**src/rtl/dbu_pkg.sv**
```systemverilog
// Shared encodings and default sizes for the debug-unit run/step scheduler.
package dbu_pkg;

  localparam int unsigned DFLT_STEP_LIMIT = 16;
  localparam int unsigned DFLT_CNT_W      = 32;

  localparam logic [1:0] HALT_ENC = 2'd0;
  localparam logic [1:0] RUN_ENC  = 2'd1;
  localparam logic [1:0] STEP_ENC = 2'd2;
  localparam logic [1:0] BRK_ENC  = 2'd3;

  typedef enum logic [1:0] {
    ST_HALT = HALT_ENC,
    ST_RUN  = RUN_ENC,
    ST_STEP = STEP_ENC,
    ST_BRK  = BRK_ENC
  } state_t;

endpackage

```
**src/rtl/sync_edge.sv**
```systemverilog
// Two-flop synchroniser for a raw board input with a registered rising-edge pulse.
module sync_edge (
  input  logic clk,
  input  logic rst,
  input  logic din,
  output logic level,
  output logic rise
);

  logic meta;
  logic level_d;

  always_ff @(posedge clk or posedge rst) begin
    if (rst) begin
      meta    <= 1'b0;
      level   <= 1'b0;
      level_d <= 1'b0;
      rise    <= 1'b0;
    end else begin
      meta    <= din;
      level   <= meta;
      level_d <= level;
      rise    <= level & ~level_d;
    end
  end

endmodule

```
**src/rtl/dbu_run_ctrl.sv**
```systemverilog
// Run/step/breakpoint scheduler producing the CPU clock enable, plus display counters.
module dbu_run_ctrl
  import dbu_pkg::*;
#(
  parameter int unsigned STEP_LIMIT = DFLT_STEP_LIMIT,
  parameter int unsigned CNT_W      = DFLT_CNT_W
) (
  input  logic             clk,
  input  logic             rst,
  input  logic             run,
  input  logic             step,
  input  logic             step_mode,
  input  logic             brk_en,
  input  logic [31:0]      brk_pc,
  input  logic [31:0]      pc,
  input  logic             ir_write,
  input  logic             clr_cnt,
  output logic             cpu_ce,
  output logic [1:0]       state,
  output logic             brk_hit,
  output logic             step_err,
  output logic [CNT_W-1:0] cycle_cnt,
  output logic [CNT_W-1:0] instr_cnt
);

  localparam int unsigned SC_W = $clog2(STEP_LIMIT) + 1;

  logic            run_s;
  logic            run_rise_unused;
  logic            step_s;
  logic            step_p;
  logic            match;
  logic            mask;
  logic            first;
  logic            step_inst;
  logic [SC_W-1:0] step_cnt;
  state_t          st;

  sync_edge u_run_sync (
    .clk   (clk),
    .rst   (rst),
    .din   (run),
    .level (run_s),
    .rise  (run_rise_unused)
  );

  sync_edge u_step_sync (
    .clk   (clk),
    .rst   (rst),
    .din   (step),
    .level (step_s),
    .rise  (step_p)
  );

  assign match = brk_en & ir_write & (pc == brk_pc) & ~mask;
  assign state = st;

  // In instruction-step mode the next fetch after the first cycle is held off.
  always_comb begin
    cpu_ce = 1'b0;
    case (st)
      ST_RUN:  cpu_ce = ~match;
      ST_STEP: cpu_ce = ~step_inst | first | ~ir_write;
      default: cpu_ce = 1'b0;
    endcase
  end

  always_ff @(posedge clk or posedge rst) begin
    if (rst) begin
      st        <= ST_HALT;
      brk_hit   <= 1'b0;
      step_err  <= 1'b0;
      mask      <= 1'b0;
      first     <= 1'b0;
      step_inst <= 1'b0;
      step_cnt  <= '0;
      cycle_cnt <= '0;
      instr_cnt <= '0;
    end else begin
      // Executing the trapped fetch re-arms the breakpoint.
      if (cpu_ce & ir_write) mask <= 1'b0;

      if (clr_cnt) begin
        cycle_cnt <= '0;
        instr_cnt <= '0;
      end else begin
        if (cpu_ce)            cycle_cnt <= cycle_cnt + CNT_W'(1);
        if (cpu_ce & ir_write) instr_cnt <= instr_cnt + CNT_W'(1);
      end

      case (st)
        ST_HALT: begin
          if (run_s) begin
            st <= ST_RUN;
          end else if (step_p) begin
            st        <= ST_STEP;
            step_inst <= step_mode;
            first     <= 1'b1;
            step_cnt  <= '0;
            step_err  <= 1'b0;
          end
        end
        ST_RUN: begin
          if (match) begin
            st      <= ST_BRK;
            mask    <= 1'b1;
            brk_hit <= 1'b1;
          end else if (!run_s) begin
            st <= ST_HALT;
          end
        end
        ST_BRK: begin
          if (!run_s) begin
            st      <= ST_HALT;
            brk_hit <= 1'b0;
          end
        end
        ST_STEP: begin
          if (!step_inst) begin
            st    <= ST_HALT;
            first <= 1'b0;
          end else if (cpu_ce) begin
            first    <= 1'b0;
            step_cnt <= step_cnt + SC_W'(1);
            if (step_cnt == SC_W'(STEP_LIMIT - 1)) begin
              st       <= ST_HALT;
              step_err <= 1'b1;
            end
          end else begin
            st <= ST_HALT;
          end
        end
        default: st <= ST_HALT;
      endcase
    end
  end

endmodule

```
**config.mk**
```make
export PLATFORM = sky130hd
export DESIGN_NAME = dbu_run_ctrl
export DESIGN_NICKNAME = d
export VERILOG_FILES = /design/src/rtl/dbu_pkg.sv /design/src/rtl/sync_edge.sv /design/src/rtl/dbu_run_ctrl.sv
export SDC_FILE = /design/constraint.sdc
export NUM_CORES = 1
export LEC_CHECK = 0
export ABC_AREA = 1
export CORE_ASPECT_RATIO = 0.5
export CORE_MARGIN = 2
export CORE_UTILIZATION = 50
export DETAILED_ROUTE_END_ITERATION = 7
export PLACE_DENSITY = 0.81
export SLEW_MARGIN = 10
export SYNTH_ARGS = -nofsm -noshare
export SYNTH_HDL_FRONTEND = slang
export SYNTH_SLANG_ARGS = --single-unit
```
**constraint.sdc**
```tcl
create_clock -name clk -period 4.1 [get_ports clk]
set_input_delay 0.82 -clock clk [delete_from_list [all_inputs] [get_ports clk]]
set_output_delay 0.82 -clock clk [all_outputs]
set_load 0.05 [all_outputs]
```
==> metrics.md, run 1 <==
| Metric | Value |
|---|---|
| DRC errors left | `0` |
| GR Util All Layers | `27.1%` |
| Uppermost routed layer | `met4` |
| CP startpoint | `pc[10]` |
| Ys async rst share | `100%` |
| Final setup fails | `0` |
| Diode count | `0` |
| Xor/xnor share of the synthesized area | `12.3%` |
| Placed cell count | `1081` |
| Clock buffer depth | `2` |
| Die Y | `78.6 um` |
| Share of layout cells above drive strength 1 | `3.99%` |
| Seq/Total Area, Yosys | `36.9%` |
| Core area | `10900 sq um` |
| Slew HR | `50.1%` |
| GRT Residual Overflow | `0` |
| GPL Wtd Cong | `0.972` |
| Initial antenna violation count | `0` |
| Worst slew pin tran | `0.748 ns` |
| Initial Utilization | `51.0%` |
| Outcome | `completed` |
| Fraction of the mapped netlist area in adder cells | `1.80%` |
| Vias per cell | `5.18` |
| Final Max Slew Viols | `0` |
| DIE AREA | `12000 sq um` |
| Post-CTS Setup Inserts | `0` |
| Mean Syn Cell Area | `6.87 sq um` |
| Layout Cells excl Fill | `1097` |
| Clk pin slew, worst setup/hold paths | `0.06 ns` |
| Count of clock tree sinks | `82` |
| Total Nets Final | `1027` |
| Hold path start | `u_step_sync.meta$_DFF_PP0_` |
| Register bit count reported by yosys | `82` |
| Static Leakage | `3.06 nW` |
| Post-Route WL | `16000 um` |
| Hold buffer count at cts | `0` |
| Mux cell area share after synthesis | `0%` |
| Storage cell area | `2050 sq um` |
| Clk root buf | `clkbuf_16` |
| DR pass1 iterations | `5` |
| Top-area cell type share of the netlist area | `36.9%` |
| WL met2 | `7640 um` |
| Worst-skew pair later-pin latency | `0.35 ns` |
| Detailed-placement wirelength estimate | `12200 um` |
| Boundary Pins | `141` |
| Post-synthesis simple-gate area fraction | `36.8%` |
| Overall power | `2.51 mW` |
| Mapped Area | `5560 sq um` |
| Vias | `5682` |
| Yosys cell types | `33` |
| Most frequent cell after synthesis | `nand2_1` |
| Worst r2r src | `mask$_DFF_PP0_` |
| M1 wire length | `6960 um` |
| IO buf count | `140` |
| CP Max Fanout | `3` |
| Synth top area cells | `dfrtp_1 (37%), nand2_1 (17%), nor2_1 (9.0%)` |
| Row count | `27` |
| CTS tree | `done` |
| YS warnings | `0` |
| Synth Instances | `809` |
| Hold Crit Class | `flop to flop` |
| Setup Skew | `0.00588 ns` |
| Pin count of the biggest net entering global routing | `51` |
| Power per cell area | `340 nW/um^2` |
| Data required time of the critical path | `3.28 ns` |
| Pre-CTS WS | `0.744 ns` |
| Max-cap viol count | `0` |
| Final Cycle Share | `82.8%` |
| Worst VDD drop | `0.000244 V` |
| Initial DRC count | `506` |
| Fill cells | `940` |
| Crit path kind | `primary input to primary output` |
| Length of routed met3 wiring | `1110 um` |
| Vias in the first global route | `5417` |
| CP startpoint kind | `primary input` |
| Setup TNS | `0 ns` |
| Wirelength per Cell | `14.6 um` |
| Syn Nets | `889` |
| Final worst path period need | `3.39 ns` |
| Yosys top cell by area | `dfrtp_1` |
| Multi-input logic area | `3090 sq um` |
| Post-Route Hold Slack | `0.349 ns` |
| Endpoints failing hold | `0` |
| Arrival @ worst endpoint | `2.57 ns` |
| Crit end category | `primary output` |
| H-tree depth | `3` |
| Final ANT Viol Nets | `0` |
| RSZ-0062 raised after global routing | `no` |
| Inserted Clock Buffers | `9` |
| Global-route wire length before repair | `26100 um` |
| Peak Freq | `295 MHz` |
| EDFF count, synth | `0` |
| P&R area growth vs syn | `32.8%` |
| DIE WIDTH | `153 um` |
| Main combinational cell family by area after synthesis | `simple AND/OR/NAND/NOR gates` |
| Worst setup margin | `0.706 ns` |
| Compound-cell area share of the yosys netlist | `4.61%` |
| Main synth FF type | `dfrtp_1` |
| Post_cts resized | `0` |
| Top cells by count, synth | `nand2_1 (253), nor2_1 (133), dfrtp_1 (82), inv_1 (81), xor2_1 (50)` |
-- per-layer routing --
| layer | GRT usage (%) | up-vias |
|---|---|---|
| met1 | 34.5 | 2627 |
| met5 | 0 | - |
| met3 | 5.36 | 29 |
| met2 | 47.2 | 219 |
| li1 | - | 2807 |
| met4 | 8.43 | 0 |
-- sequential cells by signal, indices dropped and copies added (netlist names), 2 cells and up --
signal,count
state,2
cycle_cnt,32
instr_cnt,32
step_cnt,5
-- path summary, 6_finish.rpt --
check / endpoint / slack, ns / cells after the start
setup / recovery: cpu_ce / 0.71 / 9
hold / removal: u_step_sync.level$_DFF_PP0_ / 0.35 / 0
setup reg to reg: instr_cnt[4]$_DFFE_PP0P_ / 1.91 / 13
hold reg to reg: u_step_sync.level$_DFF_PP0_ / 0.35 / 0
max in group asynchronous: instr_cnt[26]$_DFFE_PP0P_ / 2.41 / 3
min in group asynchronous: u_run_sync.meta$_DFF_PP0_ / 0.90 / 2
-- area by class of cell --
cell class                      count  area share, %
Tap cell                          145           2.46
Inverter                           84           4.29
Sequential cell                    82           27.8
Timing Repair Buffer              145           19.6
Multi-Input combinational cell    625           41.8
Clock inverter                      7           1.05
Clock buffer                        9           3.05
-- kinds of logic (layout without fill, tap and decap cells) --
logic type / Yosys count / after routing
xor+xnor: 78 / 78
compound gates: 49 / 49
simple gates: 490 / 490
flops: 82 / 82
fa+ha+maj: 8 / 8
buf+inv: 102 / 245
-- power breakdown --
part	switching (mW)	internal [mW]	total (mW)
clock	0.353	0.475	0.828
sequential	0.0532	0.856	0.909
combinational	0.501	0.270	0.771
-- metrics by stage --
step	util, %	instance area [sq um]
floorplan	-	5560
global placement	64.9	7080
detailed placement	64.9	7080
CTS	67.7	7380
global route	67.7	7380
finish	67.7	7380
-- worst max-delay path: stages --
cell	delay, ns
clkdlybuf4s50_1	0.51
xor2_1	0.19
nor2_1	0.08
nand2_1	0.06
nor2_1	0.05
nand3_2	0.10
nand2_2	0.10
a21boi_1	0.45
buf_12	0.21
-- cell usage in the layout, fill, tap and decap left out, types with 3 or more instances in the layout --
cell,Yosys,routed
nor2_1,133,133
o21ai_1,8,8
nand2_2,3,3
nor4_1,6,6
xnor2_1,28,28
a21oi_1,5,5
inv_1,81,80
o21ai_0,32,32
nand4_1,15,15
nor3_1,36,36
dfrtp_1,82,82
buf_4,3,5
nand2_1,253,253
ha_1,8,8
nand3_1,32,32
xor2_1,50,50
inv_2,3,3
clkinvlp_4,0,4
clkdlybuf4s50_1,0,138
clkbuf_16,0,9
(Power assumes the default switching activity.)
==> run 2, diff against run 1 <==
==> constraint.sdc (replaced) <==
create_clock -name clk -period 3.6 [get_ports clk]
set_input_delay 0.72 -clock clk [delete_from_list [all_inputs] [get_ports clk]]
set_output_delay 0.72 -clock clk [all_outputs]
set_load 0.05 [all_outputs]
==> run 2 against run 1 <==
Effect of this change:
- critical path depth did not move
- wire length down 1.0%
- register-to-register slack got worse by 0.47 ns
- final cell count barely moved
- first-iteration DRC count decreased by 3.8%
- global-route usage barely moved
- count of clock-buffer cells in the layout rose by 1
- die area is the same
- combinational power rose by 13%
- non-clock buffer count is the same
- flip-flop and latch count unchanged
- critical endpoint unchanged
- highest routed layer unchanged
==> metrics.md, run 2 (synthesis gave the netlist of run 1 again) <==
| Metric | Value |
|---|---|
| Overall power | `2.88 mW` |
| Worst hold path cell count | `0` |
| Core area | `10900 sq um` |
| Vias per cell | `5.28` |
| Most used cell along the critical path | `nor2_1` |
| Final instance area | `7390 sq um` |
| Hold Crit Class | `flop to flop` |
| CP startpoint kind | `primary input` |
| Commonest non-fill, non-tap cell in the layout | `nand2_1` |
| Vias | `5784` |
| Initial DRC count | `487` |
| RSZ-0062 raised after global routing | `no` |
| CP max stage delay | `0.52 ns` |
| Final Cycle Share | `87.8%` |
| Final ANT Viol Nets | `0` |
| Worst r2r src | `state[1]$_DFFE_PP0P_` |
| Crit path kind | `primary input to primary output` |
| Worst R2R Setup Slack | `1.44 ns` |
| Multi-input logic area | `3090 sq um` |
| Diode count | `0` |
| Slew HR | `63.8%` |
| Arrival @ worst endpoint | `2.44 ns` |
| Count of clock tree sinks | `82` |
| GPL Wtd Cong | `0.930` |
| Storage cell area | `2050 sq um` |
| Peak Freq | `317 MHz` |
| Wirelength per Cell | `14.5 um` |
| H-tree depth | `3` |
| Post-CTS Setup Inserts | `0` |
| Outcome | `completed` |
| DR pass1 iterations | `6` |
| Final core utilization | `67.7%` |
| Initial antenna violation count | `0` |
| Detailed-placement wirelength estimate | `12000 um` |
| DP Area | `7080 sq um` |
| Fill cells | `945` |
| Boundary Pins | `141` |
| Top flop regs | `cycle_cnt: 32 flops, instr_cnt: 32 flops, step_cnt: 5 flops` |
| Hold path start | `u_step_sync.meta$_DFF_PP0_` |
| Worst path cell trace | `clkdlybuf4s50_1 -> xor2_1 -> nor2_1 -> nand2_1 -> nor2_1 -> nand3_2 -> nand2_2 -> a21boi_1 -> buf_12` |
| Endpoints failing hold | `0` |
| Final setup fails | `0` |
| Clk root buf | `clkbuf_16` |
| Hold buffer count at cts | `0` |
| Die Y | `78.6 um` |
| Share of layout cells above drive strength 1 | `3.79%` |
| Post-Route Hold Slack | `0.348 ns` |
| Worst-skew pair later-pin latency | `0.35 ns` |
| Total Nets Final | `1027` |
| IO buf count | `140` |
| Setup Skew | `0.0103 ns` |
| CP startpoint | `pc[11]` |
| Clk pin slew, worst setup/hold paths | `0.06 ns` |
| Crit end category | `primary output` |
| Static Leakage | `3.08 nW` |
| Initial Utilization | `51.0%` |
| Final Max Slew Viols | `0` |
| GR Util All Layers | `27.2%` |
| DIE WIDTH | `153 um` |
| Worst path slowest cell | `clkdlybuf4s50_1` |
| Setup TNS | `0 ns` |
| Row count | `27` |
| CTS tree | `done` |
| Worst slew pin tran | `0.542 ns` |
| Pin count of the biggest net entering global routing | `51` |
| Data required time of the critical path | `2.88 ns` |
| Post-Route WL | `15900 um` |
| DIE AREA | `12000 sq um` |
| Post_cts resized | `0` |
| Inserted Clock Buffers | `9` |
| GRT Residual Overflow | `0` |
| P&R area growth vs syn | `32.9%` |
| Max-cap viol count | `0` |
| Worst hold endpoint | `u_step_sync.level$_DFF_PP0_` |
| CP Max Fanout | `3` |
| R2R depth | `12` |
| Most frequent cells in the layout | `nand2_1 (253), clkdlybuf4s50_1 (138), nor2_1 (133)` |
| Vias in the first global route | `5467` |
| Clock buffer depth | `2` |
| Worst VDD drop | `0.000249 V` |
| DRC errors left | `0` |
| Reg2Reg Capture Point | `step_cnt[0]$_DFFE_PP0P_` |
| Final worst path period need | `3.16 ns` |
| Global-route wire length before repair | `26300 um` |
| Power per cell area | `390 nW/um^2` |
[run 2: how the worst max path moves through the flow]
stage,end,slack [ns],depth (start not counted)
3_5_place_dp,cpu_ce,0.41,9
5_1_grt,cpu_ce,0.32,11
2_1_floorplan,cpu_ce,0.68,3
3_3_place_gp,cpu_ce,0.47,11
4_1_cts,cpu_ce,0.39,9
6_report,cpu_ce,0.44,9
[run 2: worst max-delay path, delay by kind of cell]
family / cells / cell delay [ns]
AOI/OAI and AO/OA: 1 / 0.42
and+or+nand+nor: 5 / 0.37
buffers and inverters: 2 / 0.72
xor gates and xnor gates: 1 / 0.18
[run 2: final cells by class]
class / count / share of cell area, %
clock buffer: 10 / 3.10
clock inverter: 5 / 1.08
inverter: 84 / 4.28
multi-input combinational: 625 / 41.8
sequential: 82 / 27.8
tap: 145 / 2.46
timing repair buffer: 145 / 19.5
[run 2: power breakdown]
part / switching (mW) / internal [mW] / leakage (nW)
combinational: 0.568 / 0.307 / 1.81
clock: 0.373 / 0.602 / 0.145
sequential: 0.0559 / 0.975 / 1.12
[run 2: stage by stage]
step	worst slack, ns	std cells
floorplan	0.677	809
detailed placement	0.406	1081
global route	0.318	1096
CTS	0.391	1096
global placement	0.474	1081
finish	0.441	1096
[run 2: metal layers]
metal	part of all wire [%]	GRT usage [%]	vias up
met2	47	46.6	266
met5	0	0	-
li1	-	-	2810
met3	8.1	5.63	34
met4	1.9	7.96	0
met1	43	35.0	2674
==> run 3, diff against run 2 <==
--- a/config.mk
+++ b/config.mk
@@ -6,6 +6,7 @@
 export NUM_CORES = 1
 export LEC_CHECK = 0
 export ABC_AREA = 1
+export CAP_MARGIN = 10
 export CORE_ASPECT_RATIO = 0.5
 export CORE_MARGIN = 2
 export CORE_UTILIZATION = 50
==> results of run 3 <==
No change in the layout: final DEF, timing and power equal those of run 2.
